`config.mk`:
```
export PLATFORM = sky130hd
export DESIGN_NAME = if_fetch_unit
export DESIGN_NICKNAME = d
export VERILOG_FILES = /design/src/rtl/if_fetch_unit.sv
export SDC_FILE = /design/constraint.sdc
export NUM_CORES = 1
export LEC_CHECK = 0
export CAP_MARGIN = 20
export CORE_ASPECT_RATIO = 1.25
export CORE_MARGIN = 4
export CORE_UTILIZATION = 35
export CTS_BUF_LIST = sky130_fd_sc_hd__clkbuf_8
export DETAILED_ROUTE_END_ITERATION = 10
export SLEW_MARGIN = 15
export SYNTH_ARGS = -nofsm -noshare
export SYNTH_HDL_FRONTEND = slang
export SYNTH_SLANG_ARGS = --single-unit
```
`constraint.sdc`:
```
create_clock -name clk -period 15.7 [get_ports clk]
set_input_delay 1.57 -clock clk [delete_from_list [all_inputs] [get_ports clk]]
set_output_delay 1.57 -clock clk [all_outputs]
set_load 0.01 [all_outputs]
```
`src/rtl/if_fetch_unit.sv`:
```
// rtl/if_fetch_unit.sv - instruction fetch stage: PC register, 2-bit BHT, static-target prediction
module if_fetch_unit #(
  parameter logic [31:0] RESET_PC  = 32'h0000_0000,
  parameter int          BHT_IDX_W = 7
) (
  input  logic                 clk,
  input  logic                 rst,
  input  logic                 stall,
  input  logic                 redirect,
  input  logic [31:0]          redirect_pc,
  input  logic                 bht_upd_en,
  input  logic [BHT_IDX_W-1:0] bht_upd_idx,
  input  logic                 bht_upd_taken,
  output logic [31:0]          imem_addr,
  input  logic [31:0]          imem_rdata,
  output logic [31:0]          if_pc,
  output logic [31:0]          if_instr,
  output logic                 if_pred_taken,
  output logic [BHT_IDX_W-1:0] if_bht_idx
);

  localparam int BHT_N = 1 << BHT_IDX_W;

  logic [31:0]          pc;
  logic [31:0]          pc_next;
  logic [1:0]           bht [BHT_N];
  logic [6:0]           opcode;
  logic                 is_btype;
  logic                 is_jal;
  logic [31:0]          imm_b;
  logic [31:0]          imm_j;
  logic [31:0]          target;
  logic [BHT_IDX_W-1:0] idx;

  assign opcode   = imem_rdata[6:0];
  assign is_btype = (opcode == 7'b1100011);
  assign is_jal   = (opcode == 7'b1101111);

  assign imm_b = {{19{imem_rdata[31]}}, imem_rdata[31], imem_rdata[7],
                  imem_rdata[30:25], imem_rdata[11:8], 1'b0};
  assign imm_j = {{11{imem_rdata[31]}}, imem_rdata[31], imem_rdata[19:12],
                  imem_rdata[20], imem_rdata[30:21], 1'b0};
  assign target = pc + (is_jal ? imm_j : imm_b);

  assign idx           = pc[BHT_IDX_W+1:2];
  assign if_pred_taken = is_jal | (is_btype & bht[idx][1]);

  assign imem_addr  = pc;
  assign if_pc      = pc;
  assign if_instr   = imem_rdata;
  assign if_bht_idx = idx;

  always_comb begin
    pc_next = pc + 32'd4;
    if (redirect)
      pc_next = redirect_pc;
    else if (stall)
      pc_next = pc;
    else if (if_pred_taken)
      pc_next = target;
  end

  always_ff @(posedge clk or posedge rst) begin
    if (rst)
      pc <= RESET_PC;
    else
      pc <= pc_next;
  end

  // Counters saturate at 00/11; prediction this cycle sees the pre-update value.
  always_ff @(posedge clk or posedge rst) begin
    if (rst) begin
      for (int i = 0; i < BHT_N; i++)
        bht[i] <= 2'b01;
    end else if (bht_upd_en) begin
      if (bht_upd_taken) begin
        if (bht[bht_upd_idx] != 2'b11)
          bht[bht_upd_idx] <= bht[bht_upd_idx] + 2'b01;
      end else begin
        if (bht[bht_upd_idx] != 2'b00)
          bht[bht_upd_idx] <= bht[bht_upd_idx] - 2'b01;
      end
    end
  end

endmodule

```
==> run metrics <==
worst-path cell chain=clkdlybuf4s50_1 > buf_4 > nor2b_1 > nand2_1 > o22ai_1 > or4b_1 > nand3_1 > o311ai_1 > o211ai_1 > and4bb_4 > buf_4 > inv_1 > ha_1 > mux2i_1 > nand2_1 > nor2_1 > buf_4 > nand2_1 > nand2_1 > o21ai_0; setup total negative slack=0 ps; Die W=206 um; actual slew at the worst max-slew pin=1200 ps; Sequential Power Share=43.1%; cell count after synthesis=1919; iteration-0 DRC count of the detailed router=1162; vias post-DR=15400; fraction of layout cells with a size suffix above 1=15.5%; Critical path buffers and inverters=5; unrepaired setup endpoints after global routing=false; H-tree Lvls=2; static leakage=7.76 nW; relative contribution of the clock network to total power=34.8%; switching power=0.680 mW; sw frac=32.5%; max-slew headroom at the worst pin=19.9%; port buffer count=180; CTS resizes=0; pin count of the biggest net entering global routing=159; non-filler cells, final=2696; Inserted Clock Buffers=49; post-layout minimum cycle time=7430 ps; die height=255 um; flip-flop and latch count after synthesis=288; number of instances in the placed design=2602; Top Family by Delay on Critical Path=simple AND/OR/NAND/NOR gates; I/O pin total=181; clock insertion delay at the later pin of the skew report=620 ps; number of instances on the worst hold path=2; count of synthesis-stage warnings from yosys=0; worst setup path class=in2reg; post-synthesis cell type count=79; sum of overflow across all layers after global routing=0; Final Hold Vio Count=0; die outline area=52500 um^2; Combinational Power Share=22.1%; type of the most critical hold path=reg2reg; setup skew after layout=22.7 ps; synthesized area per cell=8.91 um^2; wire length per cell=22.1 um; Antenna Nets Post-Route=0; total length of routed wires=59600 um; global-route wire length before repair=91000 um; PnR Total Power=2.09 mW; power density over the cells=104 nW/um^2; vias per cell=5.71; count of flip-flops with a built-in enable after synthesis=0; area inside the core boundary=48300 um^2; Internal=1.41 mW; CP startpoint kind=primary input; TritonCTS clock tree=yes; status=completed; Maximum Capacitance Violations=0; Initial DRT Pass Iterations=7; row cnt=90; CTS clock-pin slew for the worst setup and hold paths=70 ps; Mapped Area=17100 um^2; via count of the first global-routing pass=15200; library cell contributing the largest single delay on the critical path=sky130_fd_sc_hd__nor2_1; r2r setup slk=9920 ps; post-route design area=20000 um^2; post-synthesis sequential area ratio=43.1%; CTS max path bufs=3; leading register cell type out of synthesis=sky130_fd_sc_hd__dfrtp_1; Initial Util=35.4%; Reg-to-Reg End=bht[31]$_DFFE_PP0P_; fraction of the cycle the final worst path needs=47.3%; Critical Path End Type=flip-flop; placed wire-length estimate=40800 um; data required time at the worst endpoint=16160 ps; clock root cell=sky130_fd_sc_hd__clkbuf_8; f_max=0.135 GHz; post-synthesis async set-or-reset flop share=100%; arrival time of data at the critical path endpoint=7890 ps; area of placed instances=19000 um^2; number of antenna violations at the first check in global routing=2; max-slew violation count=0; remaining design rule violation count=0; # Post-CTS Setup Buffers=0; count of clock tree sinks=288; placer congestion estimate=0.888; utilization after layout=41.5%; area growth from synthesis to final layout=17.2%; CTS hold repair buffers=0; net count of the mapped netlist=2033; Final Net Count=2125; Max stage delay on crit path=850 ps; Final Setup Violations=0; Critical Path Fanout Max=71; maximum ir drop on the vdd rail=0.0000554 V; cell repeated most along the worst path=sky130_fd_sc_hd__nand2_1; Worst R2R Path Depth=18; global routing usage summed across all routing layers=22.2%
tightest hold or removal path, delay by kind of cell (launching register included):
kind / cells / cell delay [ps]
compound gates: 1 / 60
flops: 1 / 370
simple gates: 1 / 40
how the worst max path moves through the flow:
stage | from | end | slack (ps) | depth (start not counted)
5_1_grt | bht_upd_idx[1] | bht[31]$_DFFE_PP0P_ | 7910 | 20
6_report | bht_upd_idx[1] | bht[31]$_DFFE_PP0P_ | 8270 | 20
2_1_floorplan | rst | bht[101]$_DFFE_PP0P_ | 6390 | 1
3_5_place_dp | bht_upd_idx[1] | bht[31]$_DFFE_PP0P_ | 7750 | 20
3_3_place_gp | bht_upd_idx[1] | bht[247]$_DFFE_PP0P_ | 7830 | 19
4_1_cts | bht_upd_idx[1] | bht[31]$_DFFE_PP0P_ | 8410 | 20
cell usage after synthesis (all sizes together), types with 5 or more instances:
cell	number	share of area [%]
nand4	22	0.80
or2	6	0.22
clkbuf	57	1.3
a41oi	7	0.36
dfstp	128	20
and3	12	0.44
nand2	463	10
o31ai	6	0.26
nor3b	5	0.22
mux4	35	4.6
o311ai	5	0.26
or3	9	0.33
inv	20	0.45
a31oi	19	0.70
a221oi	9	0.46
buf	119	4.9
ha	36	2.6
o21a	8	0.35
a22oi	60	2.7
a21o	19	0.83
a2bb2oi	11	0.60
and2	6	0.22
nor4	8	0.29
dfrtp	160	23
o22ai	43	1.6
o211ai	8	0.35
o21ai	288	8.4
xor2	17	0.87
a211oi	6	0.26
a22o	7	0.36
nor2	73	1.6
nand3	33	1.0
xnor2	18	0.92
mux2	14	0.92
o221ai	13	0.67
nor2b	9	0.33
nand2b	22	0.80
o41ai	7	0.36
nor3	28	0.85
mux2i	19	1.1
a21oi	47	1.4
per-stage QoR:
stage,setup slack [ps],hold slack [ps]
6_report,8270,472
5_1_grt,7910,488
4_1_cts,8410,472
3_5_place_dp,7750,455
3_3_place_gp,7830,455
2_1_floorplan,6390,442
cell families (layout without fill, tap and decap cells):
logic type                 Yosys count  after routing  share of synthesized area, %
xor gates and xnor gates            35             35                          1.79
and+or+nand+nor                    704            704                          17.8
DFF                                288            288                          43.1
other                                0              1                             0
muxes                               68             68                          6.64
adders and majority gates           37             37                          2.75
buffers and inverters              196            328                          6.61
AOI/OAI and AO/OA                  591            591                          21.3
power groups by stage:
stage / clock network, mW / logic [mW] / registers, mW
2_1_floorplan: 0 / 0.308 / 0.890
3_3_place_gp: 0 / 0.453 / 0.912
3_5_place_dp: 0 / 0.461 / 0.914
4_1_cts: 0.742 / 0.462 / 0.902
5_1_grt: 0.774 / 0.507 / 0.911
6_report: 0.728 / 0.463 / 0.903
metal layers:
layer,up-vias,share of wire [%],track usage (%)
li1,7080,-,-
met1,7430,38,27.1
met2,698,50,39.3
met3,173,7.1,3.21
met4,2,4.4,9.42
met5,-,0.022,0
cells in the final DEF (no fill, tap or decap), types with 8 or more instances in the layout:
master,count
sky130_fd_sc_hd__nor2b_1,9
sky130_fd_sc_hd__dfstp_2,128
sky130_fd_sc_hd__mux2_2,13
sky130_fd_sc_hd__nand3_1,32
sky130_fd_sc_hd__o21a_1,8
sky130_fd_sc_hd__ha_1,36
sky130_fd_sc_hd__clkbuf_8,62
sky130_fd_sc_hd__nand2b_1,22
sky130_fd_sc_hd__o211ai_1,8
sky130_fd_sc_hd__nand4_1,22
sky130_fd_sc_hd__a31oi_1,19
sky130_fd_sc_hd__a21oi_1,47
sky130_fd_sc_hd__xor2_1,16
sky130_fd_sc_hd__xnor2_1,18
sky130_fd_sc_hd__nor2_1,66
sky130_fd_sc_hd__a21o_1,19
sky130_fd_sc_hd__or3_1,9
sky130_fd_sc_hd__o22ai_1,43
sky130_fd_sc_hd__nand2_1,462
sky130_fd_sc_hd__clkinv_2,9
sky130_fd_sc_hd__buf_4,34
sky130_fd_sc_hd__and3_1,12
sky130_fd_sc_hd__dfrtp_1,158
sky130_fd_sc_hd__a22oi_1,59
sky130_fd_sc_hd__o221ai_1,13
sky130_fd_sc_hd__nor3_1,27
sky130_fd_sc_hd__o21ai_1,11
sky130_fd_sc_hd__clkdlybuf4s50_1,179
sky130_fd_sc_hd__mux4_2,35
sky130_fd_sc_hd__a2bb2oi_1,10
sky130_fd_sc_hd__o21ai_0,277
sky130_fd_sc_hd__a221oi_1,9
sky130_fd_sc_hd__inv_1,33
sky130_fd_sc_hd__mux2i_1,19
area by class of cell:
class                           instances  area, um^2
Sequential cell                       288        7370
Antenna cell                            1        2.50
Tap cell                              644         806
Inverter                               20        85.1
Clock inverter                         29         186
Clock buffer                           62         853
Timing Repair Buffer                  217        2090
Fill cell                            4736       28300
Multi-Input combinational cell       1435        8650
Power figures use the tool's default switching activity.
